--- src/rtl/neurotransmitter_level_if.sv ---
// Command/level bundle between one transmitter regulator and its level integrator.
interface neurotransmitter_level_if #(
  parameter int WIDTH = 8
);
  logic             tick;
  logic             inc;
  logic             dec;
  logic             fast;
  logic [WIDTH-1:0] level;
  logic [1:0]       level_q;
  logic             at_max;
  logic             at_min;

  modport master (
    output tick, inc, dec, fast,
    input  level, level_q, at_max, at_min
  );

  modport slave (
    input  tick, inc, dec, fast,
    output level, level_q, at_max, at_min
  );
endinterface

--- src/rtl/neurotransmitter_level.sv ---
// Saturating concentration integrator for one neurotransmitter: prescaled or fast
// inc/dec steps, idle decay toward BASELINE, and a 2-bit quantizer with downward hysteresis.
module neurotransmitter_level #(
  parameter int WIDTH        = 8,
  parameter int BASELINE     = 128,
  parameter int PRESCALE     = 4,
  parameter int STEP_FAST    = 4,
  parameter int DECAY_PERIOD = 16,
  parameter int HYST         = 8
) (
  input  logic                    clk,
  input  logic                    rst,
  neurotransmitter_level_if.slave bus
);

  localparam int RW = $clog2(PRESCALE);
  localparam int DW = $clog2(DECAY_PERIOD);
  localparam int T1 = 1 << (WIDTH - 2);
  localparam logic [WIDTH-1:0] LVL_MAX = {WIDTH{1'b1}};
  localparam logic [WIDTH-1:0] BASE_L  = WIDTH'(BASELINE);
  localparam logic [1:0] BASE_ZONE = (BASELINE >= 3 * T1) ? 2'd3 :
                                     (BASELINE >= 2 * T1) ? 2'd2 :
                                     (BASELINE >= T1)     ? 2'd1 : 2'd0;

  // Zone threshold T(k) = k * 2^(WIDTH-2); k = 3 still fits in WIDTH bits.
  function automatic logic [WIDTH-1:0] zone_thr(input logic [2:0] k);
    return WIDTH'(k) << (WIDTH - 2);
  endfunction

  logic [WIDTH-1:0] lvl_q, lvl_d;
  logic [RW-1:0]    rate_q, rate_d, rate_base_s;
  logic [DW-1:0]    decay_q, decay_d;
  logic             dir_q, dir_d;
  logic [1:0]       zone_q, zone_d;
  logic             at_max_q, at_max_d, at_min_q, at_min_d;
  logic             up_s, dn_s, move_up_s;
  logic [WIDTH:0]   step_s, sum_s, diff_s;

  // Command decode, rate/decay counters and saturating level update.
  always_comb begin
    up_s        = bus.inc & ~bus.dec;
    dn_s        = bus.dec & ~bus.inc;
    rate_d      = rate_q;
    decay_d     = decay_q;
    dir_d       = dir_q;
    rate_base_s = rate_q;
    step_s      = '0;
    move_up_s   = 1'b0;
    if (bus.tick) begin
      if (up_s | dn_s) begin
        decay_d   = '0;
        dir_d     = up_s;
        move_up_s = up_s;
        if (bus.fast) begin
          rate_d = '0;
          step_s = (WIDTH + 1)'(STEP_FAST);
        end else begin
          // A direction reversal restarts the prescale count at this tick.
          rate_base_s = (up_s != dir_q) ? '0 : rate_q;
          if (rate_base_s == RW'(PRESCALE - 1)) begin
            rate_d = '0;
            step_s = (WIDTH + 1)'(1);
          end else begin
            rate_d = rate_base_s + RW'(1);
          end
        end
      end else begin
        rate_d    = '0;
        move_up_s = (lvl_q < BASE_L);
        if (decay_q == DW'(DECAY_PERIOD - 1)) begin
          decay_d = '0;
          if (lvl_q != BASE_L) begin
            step_s = (WIDTH + 1)'(1);
          end else begin
            step_s = '0;
          end
        end else begin
          decay_d = decay_q + DW'(1);
        end
      end
    end else begin
      rate_d  = rate_q;
      decay_d = decay_q;
    end

    sum_s  = {1'b0, lvl_q} + step_s;
    diff_s = {1'b0, lvl_q} - step_s;
    if (move_up_s) begin
      lvl_d = sum_s[WIDTH] ? LVL_MAX : sum_s[WIDTH-1:0];
    end else begin
      lvl_d = diff_s[WIDTH] ? '0 : diff_s[WIDTH-1:0];
    end
    at_max_d = (lvl_d == LVL_MAX);
    at_min_d = (lvl_d == '0);
  end

  // Quantizer: one zone step per clk, falling only below T(q) - HYST.
  always_comb begin
    zone_d = zone_q;
    if ((zone_q != 2'd3) && (lvl_q >= zone_thr({1'b0, zone_q} + 3'd1))) begin
      zone_d = zone_q + 2'd1;
    end else if ((zone_q != 2'd0) &&
                 (lvl_q < (zone_thr({1'b0, zone_q}) - WIDTH'(HYST)))) begin
      zone_d = zone_q - 2'd1;
    end else begin
      zone_d = zone_q;
    end
  end

  // State registers.
  always_ff @(posedge clk) begin
    if (rst) begin
      lvl_q    <= BASE_L;
      rate_q   <= '0;
      decay_q  <= '0;
      dir_q    <= 1'b1;
      zone_q   <= BASE_ZONE;
      at_max_q <= (BASE_L == LVL_MAX);
      at_min_q <= (BASE_L == '0);
    end else begin
      lvl_q    <= lvl_d;
      rate_q   <= rate_d;
      decay_q  <= decay_d;
      dir_q    <= dir_d;
      zone_q   <= zone_d;
      at_max_q <= at_max_d;
      at_min_q <= at_min_d;
    end
  end

  assign bus.level   = lvl_q;
  assign bus.level_q = zone_q;
  assign bus.at_max  = at_max_q;
  assign bus.at_min  = at_min_q;

endmodule

--- src/flat_wrapper.sv ---
// flat-port wrapper written by rule: the top's interface ports become plain ports
module neurotransmitter_level_flat 
#(
  parameter int WIDTH        = 8,
  parameter int BASELINE     = 128,
  parameter int PRESCALE     = 4,
  parameter int STEP_FAST    = 4,
  parameter int DECAY_PERIOD = 16,
  parameter int HYST         = 8
)
  (clk, rst, bus_tick, bus_inc, bus_dec, bus_fast, bus_level, bus_level_q, bus_at_max, bus_at_min);
  neurotransmitter_level_if #(.WIDTH(WIDTH)) bus_i ();
  input  logic clk;
  input  logic rst;
  input wire logic [$bits(bus_i.tick)-1:0] bus_tick;
  input wire logic [$bits(bus_i.inc)-1:0] bus_inc;
  input wire logic [$bits(bus_i.dec)-1:0] bus_dec;
  input wire logic [$bits(bus_i.fast)-1:0] bus_fast;
  output wire logic [$bits(bus_i.level)-1:0] bus_level;
  output wire logic [$bits(bus_i.level_q)-1:0] bus_level_q;
  output wire logic [$bits(bus_i.at_max)-1:0] bus_at_max;
  output wire logic [$bits(bus_i.at_min)-1:0] bus_at_min;
  assign bus_i.tick = bus_tick;
  assign bus_i.inc = bus_inc;
  assign bus_i.dec = bus_dec;
  assign bus_i.fast = bus_fast;
  assign bus_level = bus_i.level;
  assign bus_level_q = bus_i.level_q;
  assign bus_at_max = bus_i.at_max;
  assign bus_at_min = bus_i.at_min;
  neurotransmitter_level #(.WIDTH(WIDTH), .BASELINE(BASELINE), .PRESCALE(PRESCALE), .STEP_FAST(STEP_FAST), .DECAY_PERIOD(DECAY_PERIOD), .HYST(HYST)) u_core (.clk(clk), .rst(rst), .bus(bus_i));
endmodule
--- config.mk ---
export PLATFORM = sky130hd
export DESIGN_NAME = neurotransmitter_level_flat
export DESIGN_NICKNAME = d
export VERILOG_FILES = /design/src/rtl/neurotransmitter_level_if.sv /design/src/rtl/neurotransmitter_level.sv /design/src/flat_wrapper.sv
export SDC_FILE = /design/constraint.sdc
export NUM_CORES = 1
export LEC_CHECK = 0
export ABC_CLOCK_PERIOD_IN_PS = 9000
export CORE_MARGIN = 3
export CORE_UTILIZATION = 54
export CTS_CLUSTER_SIZE = 40
export DETAILED_ROUTE_END_ITERATION = 6
export PLACE_DENSITY_LB_ADDON = 0.15
export RECOVER_POWER = 100
export SYNTH_ARGS = -nofsm -noshare
export SYNTH_HDL_FRONTEND = slang
export SYNTH_SLANG_ARGS = --single-unit
--- constraint.sdc ---
create_clock -name clk -period 9 [get_ports clk]
set_clock_uncertainty 0.1 [all_clocks]
set_input_delay 1.8 -clock clk [delete_from_list [all_inputs] [get_ports clk]]
set_output_delay 1.8 -clock clk [all_outputs]
set_load 0.01 [all_outputs]
# --- Yosys cells after proc, flatten, opt, wreduce, memory -nomap -nowiden ---
# Index checks and enable logic that the tools add are counted.
word_totals:
  register_bits: 19
  elab_cells: 54
  output_inout_bits: 12
  in_bits: 6
op_classes:
  reduce_logical: 6
  order_cmp: 3
  eq_ne: 6
  bitwise: 5
  mux: 19
  add_sub_neg: 8
ops:
  columns: ["op", "count"]
  rows:
  - ["2-to-1 mux 9 bit", 4]
  - ["2-to-1 mux 8 bit", 3]
  - ["2-to-1 mux 2 bit", 6]
  - ["adder 8 x 9 -> 9 bit", 1]
  - ["subtractor 8 x 9 -> 9 bit", 1]
  - ["equality test 8 bit, second input constant", 1]
  - ["greater-or-equal comparator 8 bit", 1]
  - ["zero test 8 bit", 1]
  - ["< comparator 8 bit", 1]
  - ["< comparator 8 bit, second input constant", 1]
  - ["2-to-1 mux 4 bit", 2]
  - ["inequality test 8 bit, second input constant", 1]
  - ["subtractor 8 x 4 -> 8 bit, second input constant", 1]
  - ["adder 2 x 1 -> 2 bit, second input constant", 3]
  - ["adder 4 x 1 -> 4 bit, second input constant", 1]
  - ["equality test 4 bit, second input constant", 1]
  - ["2-to-1 mux 1 bit", 4]
  - ["nonzero test 2 bit", 2]
  - ["bitwise AND 1 bit", 2]
  - ["equality test 2 bit, second input constant", 1]
  - ["logical AND 1 bit", 2]
  - ["inequality test 2 bit, second input constant", 1]
  - ["inverter 1 bit", 2]
  - ["AND reduction 2 bit", 1]
  - ["other kinds (3)", 3]

# --- Depth between registers and ports, before layout ---
# Gate-level depths: netlist of run 1.
depth:
  depth_word: 13
  mapped_depth: 15

# --- Worst setup path after synthesis of run 1 ---
# OpenSTA, ideal clock, no wires.
synth_timing:
  path_type: "input to register"
  start: "in bus_dec"
  end: "reg u_core.at_min_q (netlist: u_core.bus.at_min)"
  required_time_ns: 8.813
  arrival_time_ns: 4.339
  setup_ns: 0.087
  slack_ns: 4.474
  path_buffers: 0
  path_stages: 15
  cell_sequence: "inv_1 > ha_1 > xnor2_1 > and2_1 > ha_1 > a21oi_1 > nor2b_1 > ha_1 > ha_1 > nor2b_1 > o2111ai_1 > mux2_1 > a211oi_1 > nand4_1 > nor4b_2"
synth_between:
  elab_chain_cells: 13
synth_lines:
  columns: ["element", "line_no", "source"]
  rows:
  - ["from (decl)", "flat_wrapper.sv:17", "input wire logic [$bits(bus_i.dec)-1:0] bus_dec;"]
  - ["inverter 1 bit (*)", "neurotransmitter_level.sv:41", "up_s = bus.inc & ~bus.dec;"]
  - ["bitwise AND 1 bit (*)", "neurotransmitter_level.sv:41", null]
  - ["net u_core.up_s", "neurotransmitter_level.sv:36", "logic up_s, dn_s, move_up_s;"]
  - ["inequality test 1 bit", "neurotransmitter_level.sv:59", "rate_base_s = (up_s != dir_q) ? '0 : rate_q;"]
  - ["2-to-1 mux 2 bit", "neurotransmitter_level.sv:59", null]
  - ["equality test 2 bit", "neurotransmitter_level.sv:60", "if (rate_base_s == RW'(PRESCALE - 1)) begin"]
  - ["2-to-1 mux 1 bit", "neurotransmitter_level.sv:60", null]
  - ["2-to-1 mux 9 bit", "neurotransmitter_level.sv:54", "if (bus.fast) begin"]
  - ["2-to-1 mux 9 bit", "neurotransmitter_level.sv:50", "if (up_s | dn_s) begin"]
  - ["2-to-1 mux 9 bit", "neurotransmitter_level.sv:49", "if (bus.tick) begin"]
  - ["subtractor 8 x 9 -> 9 bit or adder 8 x 9 -> 9 bit (tied branches)", "neurotransmitter_level.sv:87, neurotransmitter_level.sv:86", null]
  - ["2-to-1 mux 8 bit, on equally long branches", "neurotransmitter_level.sv:91, neurotransmitter_level.sv:89", null]
  - ["2-to-1 mux 8 bit (*)", "neurotransmitter_level.sv:88", "if (move_up_s) begin"]
  - ["zero test 8 bit (*)", "neurotransmitter_level.sv:94", "at_min_d = (lvl_d == '0);"]
  - ["to (signal assigned)", "neurotransmitter_level.sv:119", "at_min_q <= (BASE_L == '0);"]
  - ["to (signal assigned)", "neurotransmitter_level.sv:127", "at_min_q <= at_min_d;"]
  - ["to (decl)", "neurotransmitter_level.sv:35", "logic at_max_q, at_max_d, at_min_q, at_min_d;"]
# The timed path passes the listed nets; every way through them passes the cells marked *.
# A chain may end at the register's enable or synchronous reset.

# --- Final worst setup path of run 1 ---
# Ends and elaborated chain as after synthesis.

==> impl_metrics.py, run 1 <==
metrics = {
    "global_routing": {
        "grt_pass1_vias": 1361,
        "grt_max_degree": 19,
        "grt_pass1_wl_um": 5950,
        "track_usage": 0.216,
        "grt-ovfl-total": 0,
        "grt_antenna_before_repair": 0,
    },
    "placement": {
        "gp_congestion": 0.922,
        "io_buffer_count": 17,
        "dpl.hpwl_um": 2620,
    },
    "yosys": {
        "synth_seq_area_share": 0.252,
        "syn_nets": 209,
        "ys_top_cells_by_area": "dfxtp_1 (25%), ha_1 (12%), nor2_1 (5.2%)",
        "syn_area_um2": 1510,
        "synth_top_area_frac": 0.252,
        "synth-seq-cells": 19,
        "postSynthAreaPerCell_um2": 8.04,
        "synth_top_cell_by_area": "dfxtp_1",
        "ys_types": 53,
        "yosysWarnings": 0,
        "syn_inst": 188,
    },
    "timing": {
        "maxSlewViolCount": 0,
        "hold_ws_ns": 0.378,
        "min_period_ns": 5.76,
        "tns_ns": 0,
        "slew-limit-headroom": 0.263,
        "worst_slew_pin_slew_ns": 1.08,
        "hold_violations": 0,
        "rsz0062_at_grt": "no",
        "min_period_over_period": 0.640,
        "setup_violations": 0,
        "max_freq_mhz": 174,
    },
    "worst_hold_path": {
        "worstHoldEndpoint": "u_core.rate_q[1]",
        "worst_hold_startpoint": "u_core.rate_q[1]",
        "whs_path_depth": 2,
        "hp-class": "flop to flop",
    },
    "cts": {
        "h-tree-depth": 1,
        "cts_resized": 0,
        "clkLatencyLatePin_ns": 0.29,
        "cts_buffers": 3,
        "post_cts_buffers": 0,
        "cts_tree": "yes",
        "clock_sinks": 19,
        "clkTransAtPathRegs_ns": 0.11,
        "hold_buffers": 0,
        "cts_buffer_depth": 2,
        "cts-root-buf": "clkbuf_4",
    },
    "detailed_routing": {
        "wl_per_cell_um": 15.4,
        "routed_wl_um": 3530,
        "ant_nets": 0,
        "first_pass_iters": 4,
        "via_per_inst": 6.22,
        "drt_iter0_drc": 78,
        "dr_total_vias": 1425,
        "drc": 0,
    },
    "die": {
        "boundaryPins": 18,
        "fp.dieH_um": 58.9,
        "start_util": 0.589,
        "core_um2": 2570,
        "rows": 18,
        "die_w_um": 58.9,
        "die_area_um2": 3470,
    },
    "final_layout": {
        "n_fill_cell": 227,
        "finish.net_count": 221,
        "multi_input_area_um2": 1000,
        "final_cell_mix": "nor2_1 (21), dfxtp_1 (19), ha_1 (15), a21oi_1 (14), dlygate4sd3_1 (14)",
        "layout_commonest_cell": "nor2_1",
        "syn_to_final_growth_pct": 10.0,
        "diodes": 0,
        "drive_above_1_share": 0.0553,
        "regArea_um2": 380,
    },
    "setup_path": {
        "critical_path.startpoint_type": "input port",
        "critPathSlowestCell": "a2111oi_0",
        "reg2reg_depth": 12,
        "crit_path_max_incr_delay_ns": 0.95,
        "crit_required_ns": 9.10,
        "crit_type": "input port to flop",
        "r2r_setup_slack_ns": 4.93,
        "cp.arrival_ns": 5.86,
        "cp_cell_sequence": "dlygate4sd3_1 > inv_1 > ha_1 > xnor2_1 > and2_0 > ha_1 > a21oi_1 > nor2b_1 > ha_1 > ha_1 > nand2b_1 > nand2_1 > mux2_1 > a2111oi_0 > nand4_1 > nor4b_1",
        "reg2reg_to": "u_core.bus.at_min",
        "end_kind": "flop",
        "critical_path.max_fanout": 6,
        "cp_common_cell": "ha_1",
        "r2r_start": "u_core.bus.level[3]",
    },
    "power": {
        "netSwitchingPower_uw": 116,
        "power.density_nw_per_um2": 172,
        "p_leak_nw": 0.727,
        "irDropWorstVdd_mv": 0.153,
        "switching_share": 0.408,
        "intPower_uw": 169,
        "p_comb_frac": 0.459,
        "seq_power_share": 0.389,
        "clockPowerShare": 0.152,
    },
    "run_status": {
        "outcome": "finished clean",
    },
    "run": {
        "maxCapViolCount": 0,
    },
}
==> area by class of cell <==
type	instances	share of cell area
Clock buffer	3	0.0135
Multi-Input combinational cell	147	0.603
Clock inverter	1	0.00301
Timing Repair Buffer	17	0.102
Sequential cell	19	0.229
Tap cell	30	0.0226
Inverter	12	0.0271
==> through the flow <==
stage	utilization	cell area, µm²	power (mW)	setup slack [ns]	std cells
3_3_place_gp	0.653	1680	0.246	3.80	225
5_1_grt	0.648	1660	0.309	2.90	229
3_5_place_dp	0.653	1680	0.250	3.61	225
2_1_floorplan	-	1510	0.212	4.47	188
6_report	0.648	1660	0.286	3.24	229
4_1_cts	0.663	1700	0.296	3.90	229
==> cells in the mapped netlist (all sizes together) <==
| master | count |
|---|---|
| a22oi | 1 |
| o2111ai | 1 |
| nand3 | 6 |
| nor4 | 4 |
| dfxtp | 19 |
| nand2 | 12 |
| or3 | 2 |
| o31ai | 2 |
| a31o | 2 |
| inv | 12 |
| nor2b | 3 |
| and3b | 1 |
| a211oi | 2 |
| xor2 | 1 |
| xnor2 | 1 |
| o21ba | 1 |
| nor2 | 21 |
| nand3b | 1 |
| and2 | 3 |
| nor3 | 9 |
| and2b | 1 |
| o21bai | 1 |
| a211o | 3 |
| a31oi | 1 |
| buf | 4 |
| a41oi | 1 |
| mux2i | 4 |
| o21a | 2 |
| nand4bb | 1 |
| ha | 15 |
| and3 | 3 |
| nor4b | 1 |
| a2111oi | 2 |
| or2 | 2 |
| nor3b | 1 |
| o22ai | 2 |
| nand2b | 6 |
| mux2 | 2 |
| clkbuf | 6 |
| a21oi | 14 |
| a311oi | 1 |
| o21ai | 6 |
| a41o | 2 |
| nand4 | 3 |
==> worst max-delay path: cells and delay by family <==
family	cells	cell delay [ns]
multiplexers	1	0.30
adder cells (fa/ha/maj)	4	0.77
buffers and inverters	2	0.56
XOR/XNOR	1	0.18
AO/OA/AOI/OAI	2	1.01
AND/OR/NAND/NOR	6	1.22
==> state kept, by name, summed over array words and instances, names as in the netlist <==
name and flops:
u_core.rate_q 2, u_core.bus.level 8, u_core.bus.at_min 1, u_core.dir_q 1, u_core.bus.at_max 1, u_core.decay_q 4
u_core.bus.level_q 2
==> layer usage <==
layer | vias to the layer above | global-route usage | part of all wire
li1 | 700 | - | -
met1 | 653 | 0.320 | 0.50
met2 | 55 | 0.320 | 0.41
met3 | 17 | 0.0373 | 0.065
met4 | 0 | 0.0615 | 0.022
met5 | - | 0 | 0
==> power groups by stage <==
stage / registers (mW) / clock network, mW / logic (mW)
floorplan: 0.106 / 0 / 0.106
global placement: 0.113 / 0 / 0.133
detailed placement: 0.113 / 0 / 0.137
CTS: 0.111 / 0.0460 / 0.138
global route: 0.113 / 0.0491 / 0.147
finish: 0.111 / 0.0433 / 0.131
==> kinds of logic after synthesis <==
logic type | share of synthesized area
buf+inv | 0.0588
simple gates | 0.297
flops | 0.252
compound gates | 0.213
mux | 0.0439
fa+ha+maj | 0.124
xor+xnor | 0.0116
==> how the worst max path moves through the flow <==
| stage | cells past startpoint | startpoint | slack [ns] | to |
|---|---|---|---|---|
| 4_1_cts | 15 | bus_dec | 3.90 | u_core.bus.at_min |
| 5_1_grt | 16 | bus_dec | 2.90 | u_core.bus.at_min |
| 3_3_place_gp | 15 | bus_dec | 3.80 | u_core.bus.at_min |
| 2_1_floorplan | 15 | bus_dec | 4.47 | u_core.bus.at_min |
| 3_5_place_dp | 15 | bus_dec | 3.61 | u_core.bus.at_min |
| 6_report | 16 | bus_dec | 3.24 | u_core.bus.at_min |
Power figures use the tool's default switching activity.
==> inputs of run 2 (changes only) <==
- ABC_CLOCK_PERIOD_IN_PS: 9000 -> 4800
- CORE_UTILIZATION: 54 -> 50
- clock period: 9 -> 4.8 ns (I/O delays scaled with it)
==> impl_metrics.py, run 2 (same netlist as run 1, synthesis figures left out) <==
metrics = {
    "final_layout": {
        "syn_to_final_growth_pct": 12.5,
        "multi_input_area_um2": 1030,
        "final_cell_mix": "nor2_1 (21), dfxtp_1 (19), ha_1 (15), a21oi_1 (14), dlygate4sd3_1 (13)",
        "n_fill_cell": 266,
        "layout_commonest_cell": "nor2_1",
        "fin_util": 0.601,
        "regArea_um2": 380,
        "final_area_um2": 1700,
        "diodes": 0,
        "finish.net_count": 222,
        "drive_above_1_share": 0.0750,
        "instances_no_fill": 231,
        "largest_reg_flops": 8,
    },
    "cts": {
        "h-tree-depth": 1,
        "clock_sinks": 19,
        "clkLatencyLatePin_ns": 0.30,
        "cts_resized": 0,
        "cts_buffers": 3,
        "post_cts_buffers": 0,
        "cts-root-buf": "clkbuf_4",
        "cts_tree": "yes",
        "hold_buffers": 0,
        "cts_buffer_depth": 2,
        "clkTransAtPathRegs_ns": 0.12,
    },
    "timing": {
        "rsz0062_at_grt": "no",
        "slew-limit-headroom": 0.463,
        "setup_violations": 0,
        "max_freq_mhz": 228,
        "worst_slew_pin_slew_ns": 0.799,
        "min_period_over_period": 0.912,
        "min_period_ns": 4.38,
        "maxSlewViolCount": 0,
        "hold_ws_ns": 0.372,
        "tns_ns": 0,
        "hold_violations": 0,
        "worst_slack_ns": 0.423,
    },
    "power": {
        "clockPowerShare": 0.155,
        "netSwitchingPower_uw": 224,
        "seq_power_share": 0.381,
        "switching_share": 0.409,
        "power.density_nw_per_um2": 322,
        "intPower_uw": 323,
        "irDropWorstVdd_mv": 0.246,
        "finalPower_uw": 547,
        "p_leak_nw": 0.743,
        "p_comb_frac": 0.464,
    },
    "detailed_routing": {
        "via_per_inst": 5.90,
        "ant_nets": 0,
        "first_pass_iters": 4,
        "drt_iter0_drc": 110,
        "dr_total_vias": 1362,
        "wl_per_cell_um": 14.9,
        "routed_wl_um": 3450,
        "drc": 0,
    },
    "setup_path": {
        "cpLargestDelayFamily": "simple AND/OR/NAND/NOR gates",
        "critPathSlowestCell": "nor3_1",
        "cp_common_cell": "ha_1",
        "crit_end": "u_core.bus.at_max",
        "r2r_setup_slack_ns": 1.29,
        "reg2reg_to": "u_core.bus.at_max",
        "crit_cells": 15,
        "cp.buffers_inverters": 2,
        "setup.worst_path.start": "bus_dec",
        "crit_required_ns": 4.91,
        "crit_type": "input port to flop",
        "r2r_start": "u_core.bus.level[4]",
        "critical_path.max_fanout": 5,
        "cp.arrival_ns": 4.49,
        "end_kind": "flop",
        "critical_path.startpoint_type": "input port",
        "cp_cell_sequence": "dlygate4sd3_1 > inv_1 > ha_1 > xnor2_1 > and2_0 > ha_1 > a21oi_1 > nor2b_1 > ha_1 > ha_1 > nor2b_1 > o2111ai_1 > nor3_1 > a21oi_1 > nor4_1",
        "reg2reg_depth": 11,
        "crit_path_max_incr_delay_ns": 0.69,
    },
    "die": {
        "core_um2": 2830,
        "boundaryPins": 18,
        "die_area_um2": 3720,
        "start_util": 0.534,
        "fp.dieH_um": 61.0,
        "rows": 19,
        "die_w_um": 61.0,
    },
    "run": {
        "maxCapViolCount": 0,
    },
    "run_status": {
        "outcome": "finished clean",
    },
    "placement": {
        "io_buffer_count": 17,
        "dpl_worst_slack_ns": 0.246,
        "dpl.hpwl_um": 2650,
        "gp_congestion": 0.919,
        "dpl-instance-area_um2": 1680,
        "dp_cells": 227,
    },
    "worst_hold_path": {
        "hp-class": "flop to flop",
    },
    "global_routing": {
        "grt_max_degree": 19,
        "grt_pass1_vias": 1219,
        "grt_pass1_wl_um": 5710,
        "grt-ovfl-total": 0,
        "grt_antenna_before_repair": 0,
        "track_usage": 0.201,
    },
}
## run 2: final cells by class
cell class                 count  share of cell area
clock buffer                   3              0.0132
clock inverter                 1             0.00294
inverter                      12              0.0265
multi-input combinational    147               0.606
sequential                    19               0.224
tap                           31              0.0228
timing repair buffer          18               0.104
## run 2: worst min path at each step
stage | from | end | cells past startpoint
finish | u_core.rate_q[1] | u_core.rate_q[1] | 2
global route | u_core.rate_q[1] | u_core.rate_q[1] | 2
CTS | u_core.rate_q[1] | u_core.rate_q[1] | 2
detailed placement | u_core.rate_q[1] | u_core.rate_q[1] | 2
global placement | u_core.rate_q[0] | u_core.rate_q[0] | 2
floorplan | u_core.rate_q[0] | u_core.rate_q[0] | 2
## run 2: per-layer routing
| metal | wire [µm] | GRT usage | up-vias | share of wire |
|---|---|---|---|---|
| met3 | 162 | 0.0277 | 2 | 0.047 |
| met5 | 0 | 0 | - | 0 |
| met4 | 8 | 0.0279 | 0 | 0.0023 |
| li1 | - | - | 703 | - |
| met1 | 1820 | 0.312 | 624 | 0.53 |
| met2 | 1460 | 0.299 | 33 | 0.42 |
## run 2: tightest hold or removal path, cell delays in order (launching register included)
cell and delay [ns]:
dfxtp_1 0.33, nand2b_1 0.06, a21oi_1 0.05
## run 2: power groups by stage
stage | Combinational (mW) | Clock (mW) | Sequential, mW
global placement | 0.250 | 0 | 0.212
finish | 0.254 | 0.0850 | 0.208
CTS | 0.263 | 0.0872 | 0.209
global route | 0.287 | 0.0922 | 0.214
floorplan | 0.199 | 0 | 0.199
detailed placement | 0.262 | 0 | 0.213
